--- src/rtl/rsnn_pkg.sv ---
// Shared definitions for the recurrent spiking neuron controller:
// register map, CTRL bit positions and the run-FSM state encoding.
package rsnn_pkg;

   localparam logic [2:0] ADDR_THR  = 3'd0;
   localparam logic [2:0] ADDR_DEC  = 3'd1;
   localparam logic [2:0] ADDR_REF  = 3'd2;
   localparam logic [2:0] ADDR_FBS  = 3'd3;
   localparam logic [2:0] ADDR_CTRL = 3'd4;
   localparam logic [2:0] ADDR_CUR  = 3'd5;

   localparam int CTRL_RUN      = 0;
   localparam int CTRL_SOFT_RST = 1;
   localparam int CTRL_COMMIT   = 2;

   // Neuron parameter slots, indexed by the low two address bits.
   localparam int NUM_PARAMS = 4;

   typedef enum logic [1:0] {
      ST_IDLE = 2'd0,
      ST_RSTP = 2'd1,
      ST_RUN  = 2'd2
   } state_t;

endpackage

--- src/rtl/rsnn_spike_counter.sv ---
// Saturating event counter for neuron output spikes.
// clr wins over counting; counting only while en is high.
module rsnn_spike_counter #(
   parameter int CNT_W = 16
) (
   input  logic             clk,
   input  logic             rst,
   input  logic             en,
   input  logic             clr,
   input  logic             inc,
   output logic [CNT_W-1:0] cnt
);

   logic [CNT_W-1:0] cnt_q;
   logic [CNT_W-1:0] cnt_d;

   // Next count: clear, saturating increment, or hold.
   always_comb begin
      cnt_d = cnt_q;
      if (clr) begin
         cnt_d = '0;
      end else if (en && inc && (cnt_q != {CNT_W{1'b1}})) begin
         cnt_d = cnt_q + 1'b1;
      end
   end

   // Count register.
   always_ff @(posedge clk or posedge rst) begin
      if (rst) begin
         cnt_q <= '0;
      end else begin
         cnt_q <= cnt_d;
      end
   end

   assign cnt = cnt_q;

endmodule

--- src/rtl/rsnn_neuron_ctrl.sv ---
// Configuration and run sequencing for one recurrent spiking neuron.
// Byte-wide register port writes shadow parameters, input current and CTRL;
// shadow parameters reach the neuron only on commit or on neuron restart.
// Build option: RSNN_SPIKE_COUNT_EN adds the saturating spike counter,
// otherwise spike_count is tied to zero.
//
// state | meaning
// IDLE  | neuron held disabled, waiting for run
// RSTP  | neuron_reset pulse of RST_CYCLES cycles, writes stalled
// RUN   | neuron enabled and driven with the CUR register
module rsnn_neuron_ctrl
   import rsnn_pkg::*;
#(
   parameter int DATA_W     = 8,
   parameter int CNT_W      = 16,
   parameter int RST_CYCLES = 2,
   parameter int THR_INIT   = 50,
   parameter int DEC_INIT   = 10,
   parameter int REF_INIT   = 5,
   parameter int FBS_INIT   = 20
) (
   input  logic              clk,
   input  logic              reset,
   input  logic              wr_valid,
   output logic              wr_ready,
   input  logic [2:0]        wr_addr,
   input  logic [DATA_W-1:0] wr_data,
   input  logic              spike_in,
   output logic              neuron_reset,
   output logic              neuron_enable,
   output logic [DATA_W-1:0] neuron_current,
   output logic [DATA_W-1:0] neuron_threshold,
   output logic [DATA_W-1:0] neuron_decay,
   output logic [DATA_W-1:0] neuron_refractory,
   output logic [DATA_W-1:0] neuron_feedback,
   output logic              running,
   output logic [CNT_W-1:0]  spike_count
);

   localparam int RC_W = (RST_CYCLES > 1) ? $clog2(RST_CYCLES) : 1;
   localparam logic [RC_W-1:0] RC_LOAD = RC_W'(RST_CYCLES - 1);

   // Slot order matches the address map: 0 THR, 1 DEC, 2 REF, 3 FBS.
   localparam logic [NUM_PARAMS-1:0][DATA_W-1:0] PARAM_INIT = {
      DATA_W'(FBS_INIT), DATA_W'(REF_INIT), DATA_W'(DEC_INIT), DATA_W'(THR_INIT)
   };

   logic [NUM_PARAMS-1:0][DATA_W-1:0] shadow_q, shadow_d;
   logic [NUM_PARAMS-1:0][DATA_W-1:0] active_q, active_d;
   logic [DATA_W-1:0]                 cur_q, cur_d;
   logic                              run_q, run_d;

   state_t                            state_q, state_d;
   logic [RC_W-1:0]                   rst_cnt_q, rst_cnt_d;
   logic                              neuron_reset_q, neuron_reset_d;
   logic                              neuron_enable_q, neuron_enable_d;
   logic                              running_q, running_d;
   logic                              wr_ready_q, wr_ready_d;
   logic [DATA_W-1:0]                 neuron_current_q, neuron_current_d;

   logic                              wr_fire;
   logic                              soft_rst;
   logic                              commit;
   logic                              enter_rstp;

   assign wr_fire = wr_valid & wr_ready_q;

   // Register write decode; CTRL pulse bits exist only for the accepting cycle.
   always_comb begin
      shadow_d = shadow_q;
      cur_d    = cur_q;
      run_d    = run_q;
      soft_rst = 1'b0;
      commit   = 1'b0;
      if (wr_fire) begin
         case (wr_addr)
            ADDR_THR, ADDR_DEC, ADDR_REF, ADDR_FBS: shadow_d[wr_addr[1:0]] = wr_data;
            ADDR_CTRL: begin
               run_d    = wr_data[CTRL_RUN];
               soft_rst = wr_data[CTRL_SOFT_RST];
               commit   = wr_data[CTRL_COMMIT];
            end
            ADDR_CUR: cur_d = wr_data;
            default: ;
         endcase
      end
   end

   // Run FSM next state; soft reset re-arms the reset pulse from any state.
   always_comb begin
      state_d    = state_q;
      rst_cnt_d  = rst_cnt_q;
      enter_rstp = 1'b0;
      if (soft_rst) begin
         enter_rstp = 1'b1;
      end else begin
         case (state_q)
            ST_IDLE: if (run_d) enter_rstp = 1'b1;
            ST_RSTP: begin
               if (rst_cnt_q == '0) begin
                  state_d = run_q ? ST_RUN : ST_IDLE;
               end else begin
                  rst_cnt_d = rst_cnt_q - 1'b1;
               end
            end
            ST_RUN:  if (!run_d) state_d = ST_IDLE;
            default: state_d = ST_IDLE;
         endcase
      end
      if (enter_rstp) begin
         state_d   = ST_RSTP;
         rst_cnt_d = RC_LOAD;
      end
   end

   // Active set takes the pre-write shadow set on commit or neuron restart.
   always_comb begin
      active_d = active_q;
      if (commit || enter_rstp) begin
         active_d = shadow_q;
      end
   end

   // Registered neuron-facing outputs derived from the upcoming state.
   always_comb begin
      neuron_reset_d   = (state_d == ST_RSTP);
      neuron_enable_d  = (state_d == ST_RUN);
      running_d        = (state_d == ST_RUN);
      wr_ready_d       = (state_d != ST_RSTP);
      neuron_current_d = (state_d == ST_RUN) ? cur_d : '0;
   end

   // Configuration registers.
   always_ff @(posedge clk or posedge reset) begin
      if (reset) begin
         shadow_q <= PARAM_INIT;
         active_q <= PARAM_INIT;
         cur_q    <= '0;
         run_q    <= 1'b0;
      end else begin
         shadow_q <= shadow_d;
         active_q <= active_d;
         cur_q    <= cur_d;
         run_q    <= run_d;
      end
   end

   // Run FSM with its registered outputs.
   always_ff @(posedge clk or posedge reset) begin
      if (reset) begin
         state_q          <= ST_IDLE;
         rst_cnt_q        <= '0;
         neuron_reset_q   <= 1'b0;
         neuron_enable_q  <= 1'b0;
         running_q        <= 1'b0;
         wr_ready_q       <= 1'b1;
         neuron_current_q <= '0;
      end else begin
         state_q          <= state_d;
         rst_cnt_q        <= rst_cnt_d;
         neuron_reset_q   <= neuron_reset_d;
         neuron_enable_q  <= neuron_enable_d;
         running_q        <= running_d;
         wr_ready_q       <= wr_ready_d;
         neuron_current_q <= neuron_current_d;
      end
   end

   assign wr_ready          = wr_ready_q;
   assign neuron_reset      = neuron_reset_q;
   assign neuron_enable     = neuron_enable_q;
   assign running           = running_q;
   assign neuron_current    = neuron_current_q;
   assign neuron_threshold  = active_q[0];
   assign neuron_decay      = active_q[1];
   assign neuron_refractory = active_q[2];
   assign neuron_feedback   = active_q[3];

`ifdef RSNN_SPIKE_COUNT_EN
   rsnn_spike_counter #(
      .CNT_W (CNT_W)
   ) u_spike_counter (
      .clk (clk),
      .rst (reset),
      .en  (state_q == ST_RUN),
      .clr (enter_rstp),
      .inc (spike_in),
      .cnt (spike_count)
   );
`else
   logic unused_spike_in;
   assign unused_spike_in = spike_in;
   assign spike_count     = '0;
`endif

endmodule

--- config.mk ---
export PLATFORM = sky130hd
export DESIGN_NAME = rsnn_neuron_ctrl
export DESIGN_NICKNAME = d
export VERILOG_FILES = /design/src/rtl/rsnn_pkg.sv /design/src/rtl/rsnn_spike_counter.sv /design/src/rtl/rsnn_neuron_ctrl.sv
export SDC_FILE = /design/constraint.sdc
export NUM_CORES = 1
export LEC_CHECK = 0
export ABC_CLOCK_PERIOD_IN_PS = 3070
export CAP_MARGIN = 20
export CORE_MARGIN = 4
export CORE_UTILIZATION = 45
export DETAILED_ROUTE_END_ITERATION = 7
export PLACE_DENSITY_LB_ADDON = 0.05
export SYNTH_ARGS = -nofsm -noshare
export SYNTH_HDL_FRONTEND = slang
export SYNTH_HIERARCHICAL = 1
export SYNTH_SLANG_ARGS = --single-unit
--- constraint.sdc ---
create_clock -name clk -period 3.07 [get_ports clk]
set_input_delay 0.7675 -clock clk [delete_from_list [all_inputs] [get_ports clk]]
set_output_delay 0.7675 -clock clk [all_outputs]
set_load 0.02 [all_outputs]
==> flow_metrics.env <==
export IMPL_postSynthAreaPerCell_um2=15.2
export IMPL_cts_resized=0
export IMPL_synth_xor_area_share_pct=0
export IMPL_clockBufferDepth=2
export IMPL_clock_latency_ns=0.36
export IMPL_synthMuxAreaShare_pct=23.4
export IMPL_worstSetupPathType="in2reg"
export IMPL_peakVddDrop_mv=0.429
export IMPL_tritoncts="yes"
export IMPL_wl_um=6270
export IMPL_min_period_ns=2.32
export IMPL_async_flop_share_pct=100
export IMPL_post_cts_setup_buffers=0
export IMPL_fmax_mhz=430
export IMPL_final_antenna_net_count=0
export IMPL_grt_max_degree=42
export IMPL_initialDrtViolationCount=81
export IMPL_fillers=624
export IMPL_drcViolationCount=0
export IMPL_finalSetupViolCount=0
export IMPL_dieHeight_um=95.6
export IMPL_rsz0062_at_grt="false"
export IMPL_fin_nets=311
export IMPL_synth_top_area_share_pct=49.3
export IMPL_multiInputGateArea_mm2=0.00111
export IMPL_regArea_mm2=0.00220
export IMPL_cts_buffers=9
export IMPL_cap_viol_max_count=0
export IMPL_hpwlAfterDp_um=4230
export IMPL_synthCells=227
export IMPL_synth_edf_count=0
export IMPL_yosysSeqAreaShare_pct=63.7
export IMPL_postCtsHoldBufs=0
export IMPL_drive_above_1_share_pct=38.5
export IMPL_placed_area_mm2=0.00414
export IMPL_num_antenna_cells=0
export IMPL_layout_common_cells="68 x mux2_2, 68 x dfrtp_1, 57 x clkdlybuf4s50_1"
export IMPL_num_vias=1912
export IMPL_gr_total_overflow=0
export IMPL_grt_pass1_vias=1979
export IMPL_areaGrowthSynthToFinish_pct=25.1
export IMPL_htreeDepth=3
export IMPL_ys_flop_type="dfrtp_1"
export IMPL_die_area_mm2=0.00914
export IMPL_antenna_found_initial=0
export IMPL_synth_simple_area_share_pct=4.35
export IMPL_skew_ns=0.00943
export IMPL_grt_pass1_wl_um=10400
export IMPL_synth_area_leaders="dfrtp_1 49%, mux2_2 22%, dfstp_2 14%"
export IMPL_setup_tns_final_ns=0
export IMPL_routedWlPerCell_um=15.7
export IMPL_core_area_mm2=0.00737
export IMPL_hp_class="reg2reg"
export IMPL_gp_congestion=0.729
export IMPL_clkTransAtPathRegs_ns=0.08
export IMPL_synth_area_mm2=0.00345
export IMPL_synth_fa_ha_area_share_pct=0
export IMPL_power_density_mw_per_mm2=1020
export IMPL_yosysUniqueCellTypes=31
export IMPL_fp_dieW_um=95.6
export IMPL_power_mw=4.40
export IMPL_drv_slew=0
export IMPL_dp_slack_ns=0.364
export IMPL_timing_hold_ws_ns=0.486
export IMPL_instances_no_fill=400
export IMPL_cts_sinks=87
export IMPL_critPathCaptureType="flop"
export IMPL_outcome="complete, no violations"
export IMPL_crit_path_start_kind="input port"
export IMPL_cp_required_ns=3.31
export IMPL_hold_viol=0
export IMPL_cts_root_buffer="clkbuf_8"
export IMPL_final_area_mm2=0.00432
export IMPL_io_buffers=57
export IMPL_post_route_period_util_pct=75.7
export IMPL_path_max_fanout=17
export IMPL_drt_first_pass_iters=4
export IMPL_synth_warnings=6
export IMPL_initial_core_util_pct=46.9
export IMPL_synth_seq_cells=87
export IMPL_grtUsageTotal_pct=15.4
export IMPL_synth_top_family_by_area="multiplexers"
export IMPL_pin_count=75
export IMPL_place_inst=384
export IMPL_yosysTopAreaCell="dfrtp_1"
export IMPL_vias_per_cell=4.78
export IMPL_rows=31
export IMPL_setup_slack_ns=0.745
export IMPL_p_leak_nw=1.86
export IMPL_cp_arrival_ns=2.57
export IMPL_fin_util_pct=58.6
export IMPL_synth_compound_area_share_pct=2.68
## cell usage after synthesis, types with 2 or more instances
library cell,instances
buf_6,3
o21ai_0,4
buf_4,17
nor2b_1,7
nor2_1,5
inv_1,6
a21o_1,2
mux2_2,68
and3b_1,2
nand3_1,2
dfrtp_1,68
a21oi_1,3
dfstp_2,19
nand2_1,4
## cell families after synthesis
| family | count (synthesis) |
|---|---|
| simple gates | 25 |
| flops | 87 |
| buf+inv | 29 |
| compound gates | 14 |
| mux | 71 |
| other cells | 1 |
## flip-flops by register name (all words and copies together), names as in the netlist
name,cells
neuron_refractory,8
cur_q,8
neuron_current,8
neuron_reset,1
neuron_threshold,8
shadow_q,32
rst_cnt_q,1
run_q,1
wr_ready,1
neuron_feedback,8
running,1
neuron_decay,8
state_q,2
## where the power goes
part | leakage [nW] | total (mW) | switching (mW) | internal (mW)
clock network | 0.0768 | 0.734 | 0.417 | 0.317
registers | 1.04 | 1.97 | 0.236 | 1.73
logic | 0.738 | 1.70 | 0.742 | 0.958
## layout make-up
type	count	share of cell area (%)
clock buffers	10	3.19
inverters	6	0.550
multi-input cells	126	25.7
well taps	99	2.87
flip-flops and latches	87	50.9
clock inverters	6	1.07
repair buffers	66	15.6
## critical path, stage by stage
cell             delay, ns
clkdlybuf4s50_1       0.48
nand3_1               0.13
or3_4                 0.39
mux2i_4               0.26
buf_12                0.20
mux2_2                0.34
## path summary, 6_finish.rpt
kind	start	endpoint	slack [ns]	cells past startpoint
max	wr_valid	neuron_threshold[2]	0.75	6
min	cur_q[3]	cur_q[3]	0.49	2
max reg2reg	wr_ready	neuron_threshold[2]	1.11	5
min reg2reg	cur_q[3]	cur_q[3]	0.49	2
max in group asynchronous	reset	wr_ready	1.65	3
min in group asynchronous	reset	neuron_refractory[3]	0.71	2
## metal layers
| layer | up-vias | part of all wire [%] | track usage [%] | wire length [um] |
|---|---|---|---|---|
| met2 | 42 | 46 | 22.5 | 2880 |
| met5 | - | 0 | 0 | 0 |
| met3 | 2 | 5.6 | 5.84 | 353 |
| li1 | 889 | - | - | - |
| met4 | 0 | 0.46 | 4.98 | 29 |
| met1 | 979 | 48 | 21.1 | 3020 |
No activity file was read; power rests on OpenSTA's default activity.
